### config.mk
export PLATFORM = sky130hd
export DESIGN_NAME = uart_rx_sampler
export DESIGN_NICKNAME = d
export VERILOG_FILES = /design/src/rtl/uart_rx_sampler.sv
export SDC_FILE = /design/constraint.sdc
export NUM_CORES = 1
export LEC_CHECK = 0
export BUFFER_PORTS_ARGS = -buffer_cell sky130_fd_sc_hd__buf_2
export CAP_MARGIN = 15
export CORE_UTILIZATION = 45
export DETAILED_ROUTE_END_ITERATION = 10
export MAX_ROUTING_LAYER = met4
export PLACE_DENSITY = 0.6
export SETUP_SLACK_MARGIN = 0.5
export SYNTH_ARGS = -nofsm -noshare
export SYNTH_HDL_FRONTEND = slang
export SYNTH_SLANG_ARGS = --single-unit
### constraint.sdc
create_clock -name sam_clk -period 2.19 [get_ports sam_clk]
set_input_delay 0.219 -clock sam_clk [delete_from_list [all_inputs] [get_ports sam_clk]]
set_output_delay 0.219 -clock sam_clk [all_outputs]
set_load 0.005 [all_outputs]
### src/rtl/uart_rx_sampler.sv
`default_nettype none
// =============================================================================
// Module   : uart_rx_sampler
// Brief    : 16x-oversampled 8-bit UART receiver with 3-sample majority vote,
//            valid/ack byte register and sticky framing/overrun flags.
//            Optional even-parity check is enabled with macro UART_RX_PARITY_EN.
// Revision : 1.0
// =============================================================================
module uart_rx_sampler #(
  parameter int OVS    = 16,
  parameter int VOTE_T = 7
) (
  input  logic       sam_clk,
  input  logic       reset,
  input  logic       rx,
  input  logic       rx_ack,
  input  logic       err_clr,
  output logic [7:0] rx_data,
  output logic       rx_valid,
  output logic       busy,
  output logic       frame_err,
  output logic       overrun
`ifdef UART_RX_PARITY_EN
  ,
  output logic       parity_err
`endif
);

  localparam logic [2:0] c_ST_IDLE   = 3'd0;
  localparam logic [2:0] c_ST_START  = 3'd1;
  localparam logic [2:0] c_ST_DATA   = 3'd2;
`ifdef UART_RX_PARITY_EN
  localparam logic [2:0] c_ST_PARITY = 3'd3;
`endif
  localparam logic [2:0] c_ST_STOP   = 3'd4;

  localparam logic [3:0] c_TICK_LAST = 4'(OVS - 1);
  localparam logic [3:0] c_TICK_V0   = 4'(VOTE_T);
  localparam logic [3:0] c_TICK_V1   = 4'(VOTE_T + 1);
  localparam logic [3:0] c_TICK_V2   = 4'(VOTE_T + 2);

  logic       r_sync1, r_sync2;
  logic [2:0] r_state;
  logic [3:0] r_tick;
  logic [2:0] r_bit_idx;
  logic [7:0] r_shreg;
  logic       r_v0, r_v1;
  logic [7:0] r_data;
  logic       r_valid;
  logic       r_ferr;
  logic       r_ovr;

  logic w_rx_s;
  logic w_vote;
  logic w_vote_tick;
  logic w_last_tick;
  logic w_done;

  assign w_rx_s      = r_sync2;
  assign w_vote      = (r_v0 & r_v1) | (r_v0 & w_rx_s) | (r_v1 & w_rx_s);
  assign w_vote_tick = (r_tick == c_TICK_V2);
  assign w_last_tick = (r_tick == c_TICK_LAST);
  // Byte completes on the stop-bit vote; the rest of the stop bit is not waited for.
  assign w_done      = (r_state == c_ST_STOP) && w_vote_tick;

  always_ff @(posedge sam_clk or negedge reset) begin
    if (!reset) begin
      r_sync1   <= 1'b1;
      r_sync2   <= 1'b1;
      r_state   <= c_ST_IDLE;
      r_tick    <= 4'd0;
      r_bit_idx <= 3'd0;
      r_shreg   <= 8'h00;
      r_v0      <= 1'b0;
      r_v1      <= 1'b0;
    end else begin
      r_sync1 <= rx;
      r_sync2 <= r_sync1;
      if (r_tick == c_TICK_V0) r_v0 <= w_rx_s;
      if (r_tick == c_TICK_V1) r_v1 <= w_rx_s;
      case (r_state)
        c_ST_IDLE: begin
          r_tick <= 4'd0;
          if (!w_rx_s) r_state <= c_ST_START;
        end
        c_ST_START: begin
          r_tick <= r_tick + 4'd1;
          if (w_vote_tick && w_vote) begin
            r_state <= c_ST_IDLE;
            r_tick  <= 4'd0;
          end else if (w_last_tick) begin
            r_state   <= c_ST_DATA;
            r_bit_idx <= 3'd0;
          end
        end
        c_ST_DATA: begin
          r_tick <= r_tick + 4'd1;
          if (w_vote_tick) r_shreg <= {w_vote, r_shreg[7:1]};
          if (w_last_tick) begin
            if (r_bit_idx == 3'd7) begin
`ifdef UART_RX_PARITY_EN
              r_state <= c_ST_PARITY;
`else
              r_state <= c_ST_STOP;
`endif
            end else begin
              r_bit_idx <= r_bit_idx + 3'd1;
            end
          end
        end
`ifdef UART_RX_PARITY_EN
        c_ST_PARITY: begin
          r_tick <= r_tick + 4'd1;
          if (w_last_tick) r_state <= c_ST_STOP;
        end
`endif
        c_ST_STOP: begin
          r_tick <= r_tick + 4'd1;
          if (w_vote_tick) begin
            r_state <= c_ST_IDLE;
            r_tick  <= 4'd0;
          end
        end
        default: begin
          r_state <= c_ST_IDLE;
          r_tick  <= 4'd0;
        end
      endcase
    end
  end

  // A completing byte takes priority over an ack on the same edge, keeping rx_valid set.
  always_ff @(posedge sam_clk or negedge reset) begin
    if (!reset) begin
      r_data  <= 8'h00;
      r_valid <= 1'b0;
      r_ferr  <= 1'b0;
      r_ovr   <= 1'b0;
    end else begin
      if (w_done) begin
        r_data  <= r_shreg;
        r_valid <= 1'b1;
      end else if (rx_ack) begin
        r_valid <= 1'b0;
      end
      r_ferr <= (r_ferr & ~err_clr) | (w_done & ~w_vote);
      r_ovr  <= (r_ovr & ~err_clr) | (w_done & r_valid & ~rx_ack);
    end
  end

`ifdef UART_RX_PARITY_EN
  logic r_perr;
  logic w_par_evt;

  // Even parity: data bits plus parity bit must XOR to zero.
  assign w_par_evt = (r_state == c_ST_PARITY) && w_vote_tick && ((^r_shreg) ^ w_vote);

  always_ff @(posedge sam_clk or negedge reset) begin
    if (!reset) begin
      r_perr <= 1'b0;
    end else begin
      r_perr <= (r_perr & ~err_clr) | w_par_evt;
    end
  end

  assign parity_err = r_perr;
`endif

  assign rx_data   = r_data;
  assign rx_valid  = r_valid;
  assign busy      = (r_state != c_ST_IDLE);
  assign frame_err = r_ferr;
  assign overrun   = r_ovr;

endmodule
`default_nettype wire

==> results.toml <==
[run_status]
outcome = "complete, no violations"

[synthesis]
synth_mux_area_share_pct = 17.1
synth_area_leaders = "dfrtp_1, mux2_4, mux2_2, ha_1, dfstp_2"
synth-edff-count = 0
synth_top_family_by_area = "multiplexers"
ys_ff_latch = 33
synthArstFlopShare_pct = 100
ys_warn_count = 0
synth_cells = 120
synth_xor_area_share_pct = 0.567
yosysMostFrequentCell = "dfrtp_1"
yosysSeqAreaShare_pct = 53.6
synthTopCellsByCount = "dfrtp_1, mux2_2, mux2_4"
synth-simple-area-share_pct = 13.8
synth_ff_type = "dfrtp_1"
synth_top_area_share_pct = 50.2
synth-adder-area-share_pct = 4.78
syn-num-nets = 130
syn_avg_cell_area_sq_um = 12.9
syn-cell-area_sq_mm = 0.00155
synth_compound_area_share_pct = 6.15
yosysTopAreaCell = "dfrtp_1"
synth_cell_types = 36

[cts]
clock_path_buffers = 2
clk_latency_ps = 330
htreeDepth = 2
numCtsBuffers = 5
cts_tree = "yes"
cts.sinks = 33
root_buffer = "clkbuf_4"
clk_pin_slew_worst_paths_ps = 100

[setup_path]
end_kind = "register"
path_cells = "or3b_4 -> nor2_8 -> mux2_4"
path_max_fanout = 11
required_ps = 2410
path_buf_inv = 0
critical_path_arrival_ps = 1880
worst_path_largest_cell_delay_ps = 520
path_delay_family = "simple AND/OR/NAND/NOR gates"
slowest_stage = "dfrtp_1"
path_class = "reg -> reg"
cp-start-kind = "register"

[placement]
place_area_sq_mm = 0.00164
dp.cells = 175
dp_hpwl_um = 1710
io_buffers = 16
globalplace.congestion = 0.744

[timing]
fin_crit_sh_pct = 75.5
rsz0062_at_grt = "yes"
maxSlewHeadroom_pct = 52.3
clock_skew_ps = 4.04
worstMarginPinSlew_ps = 716
setup_viol = 0
fmaxAchievable_ghz = 0.605
finalHoldViolCount = 0
min_period_ps = 1650
drv_slew = 0
fin_setup_tns_ps = 0
whs_ps = 74.9

[grt]
grt_overflow = 0
grt_max_degree = 34
antenna_found_initial = 0
grt_pass1_vias = 861
grt.total_usage_pct = 16.4
grt_pass1_wl_um = 4110

[floorplanning]
ioPinCount = 17
chipHeight_um = 60.6
core_sq_mm = 0.00315
rows = 20
initial_core_util_pct = 49.0
die_w_um = 60.6
die_area_sq_mm = 0.00367

[detailed_routing]
drc = 0
wl_per_cell_um = 13.4
wl_um = 2500
firstDrtPassIters = 4
postRouteAntennaNets = 0
vias = 946
drtIter0Drc = 25
viasPerCell = 5.09

[final_layout]
area_growth_pct = 12.6
stdcell_count = 186
diodes = 0
drive_above_1_share_pct = 36.6
final_nets = 151
stdcell_area_sq_mm = 0.00174

[min_path]
hold_path.class = "in -> reg"

[power_and_ir_drop]
p_total_uw = 1420
irDropWorstVdd_mv = 0.419
power_leakage_uw = 0.000936
power_density_mw_per_mm2 = 818

[run]
cap_viol_max_count = 0
[per-stage QoR]
step                utilization [%]  worst slack (ps)
detailed placement             52.1               286
floorplan                         -               644
finish                         55.2               538
global route                   55.2               498
CTS                            54.8               541
global placement               52.1               347
[routing by layer]
| metal | share of wire (%) | track usage, % | vias up | routed length (um) |
|---|---|---|---|---|
| li1 | - | - | 464 | - |
| met1 | 51 | 21.3 | 452 | 1270 |
| met2 | 43 | 22.8 | 24 | 1070 |
| met3 | 4.7 | 4.48 | 6 | 117 |
| met4 | 1.7 | 9.74 | 0 | 42 |
| met5 | 0 | - | - | 0 |
[cell families after synthesis]
group / after synthesis
AND/OR/NAND/NOR: 32
buffers and inverters: 12
flip-flops: 33
AO/OA/AOI/OAI: 15
XOR/XNOR: 1
adder cells (fa/ha/maj): 6
multiplexers: 21
[repair_timing]
item,4_1_cts,5_1_grt
endpoints found under the hold margin,32,0
setup buffers,0,1
hold buffers,2,0
pin swaps,0,0
endpoints found under the setup margin,10,2
resized for setup,3,1
cloned,0,0
[worst paths after layout]
path | startpoint | endpoint | slack [ps] | cells after the start
min in group asynchronous | reset | r_bit_idx[2] | 470 | 2
min | err_clr | frame_err | 70 | 2
min reg2reg | r_sync1 | r_sync2 | 360 | 0
max reg2reg | r_state[2] | r_shreg[6] | 540 | 3
max | r_state[2] | r_shreg[6] | 540 | 3
max in group asynchronous | reset | r_state[1] | 1230 | 2
[report_power, final]
part	total [uW]	leakage, uW	switching (uW)	internal, uW
combinational	327	0.000465	173	154
sequential	774	0.000438	95.3	679
clock	322	0.0000320	200	122
[sequential cells by signal, indices dropped and copies added (netlist names)]
register / count
r_bit_idx: 3
r_state: 3
r_sync2: 1
r_shreg: 8
r_tick: 4
r_v1: 1
rx_valid: 1
frame_err: 1
overrun: 1
r_v0: 1
rx_data: 8
r_sync1: 1
[cell type report]
cell class	count	area [sq um]
fillers	305	1410
flip-flops and latches	33	830
multi-input cells	75	671
repair buffers	19	108
well taps	44	55.1
clock buffers	6	41.3
inverters	7	26.3
clock inverters	2	10.0
[cell usage in the layout (no fill, tap or decap), types with 3 or more instances in the layout]
cell	instances
a21oi_1	7
buf_2	16
clkbuf_4	5
dfrtp_1	30
ha_1	5
inv_1	7
mux2_2	9
mux2_4	8
nand2_1	7
nand3_1	5
nor2_1	3
o22ai_1	3
No activity file was read; power rests on OpenSTA's default activity.
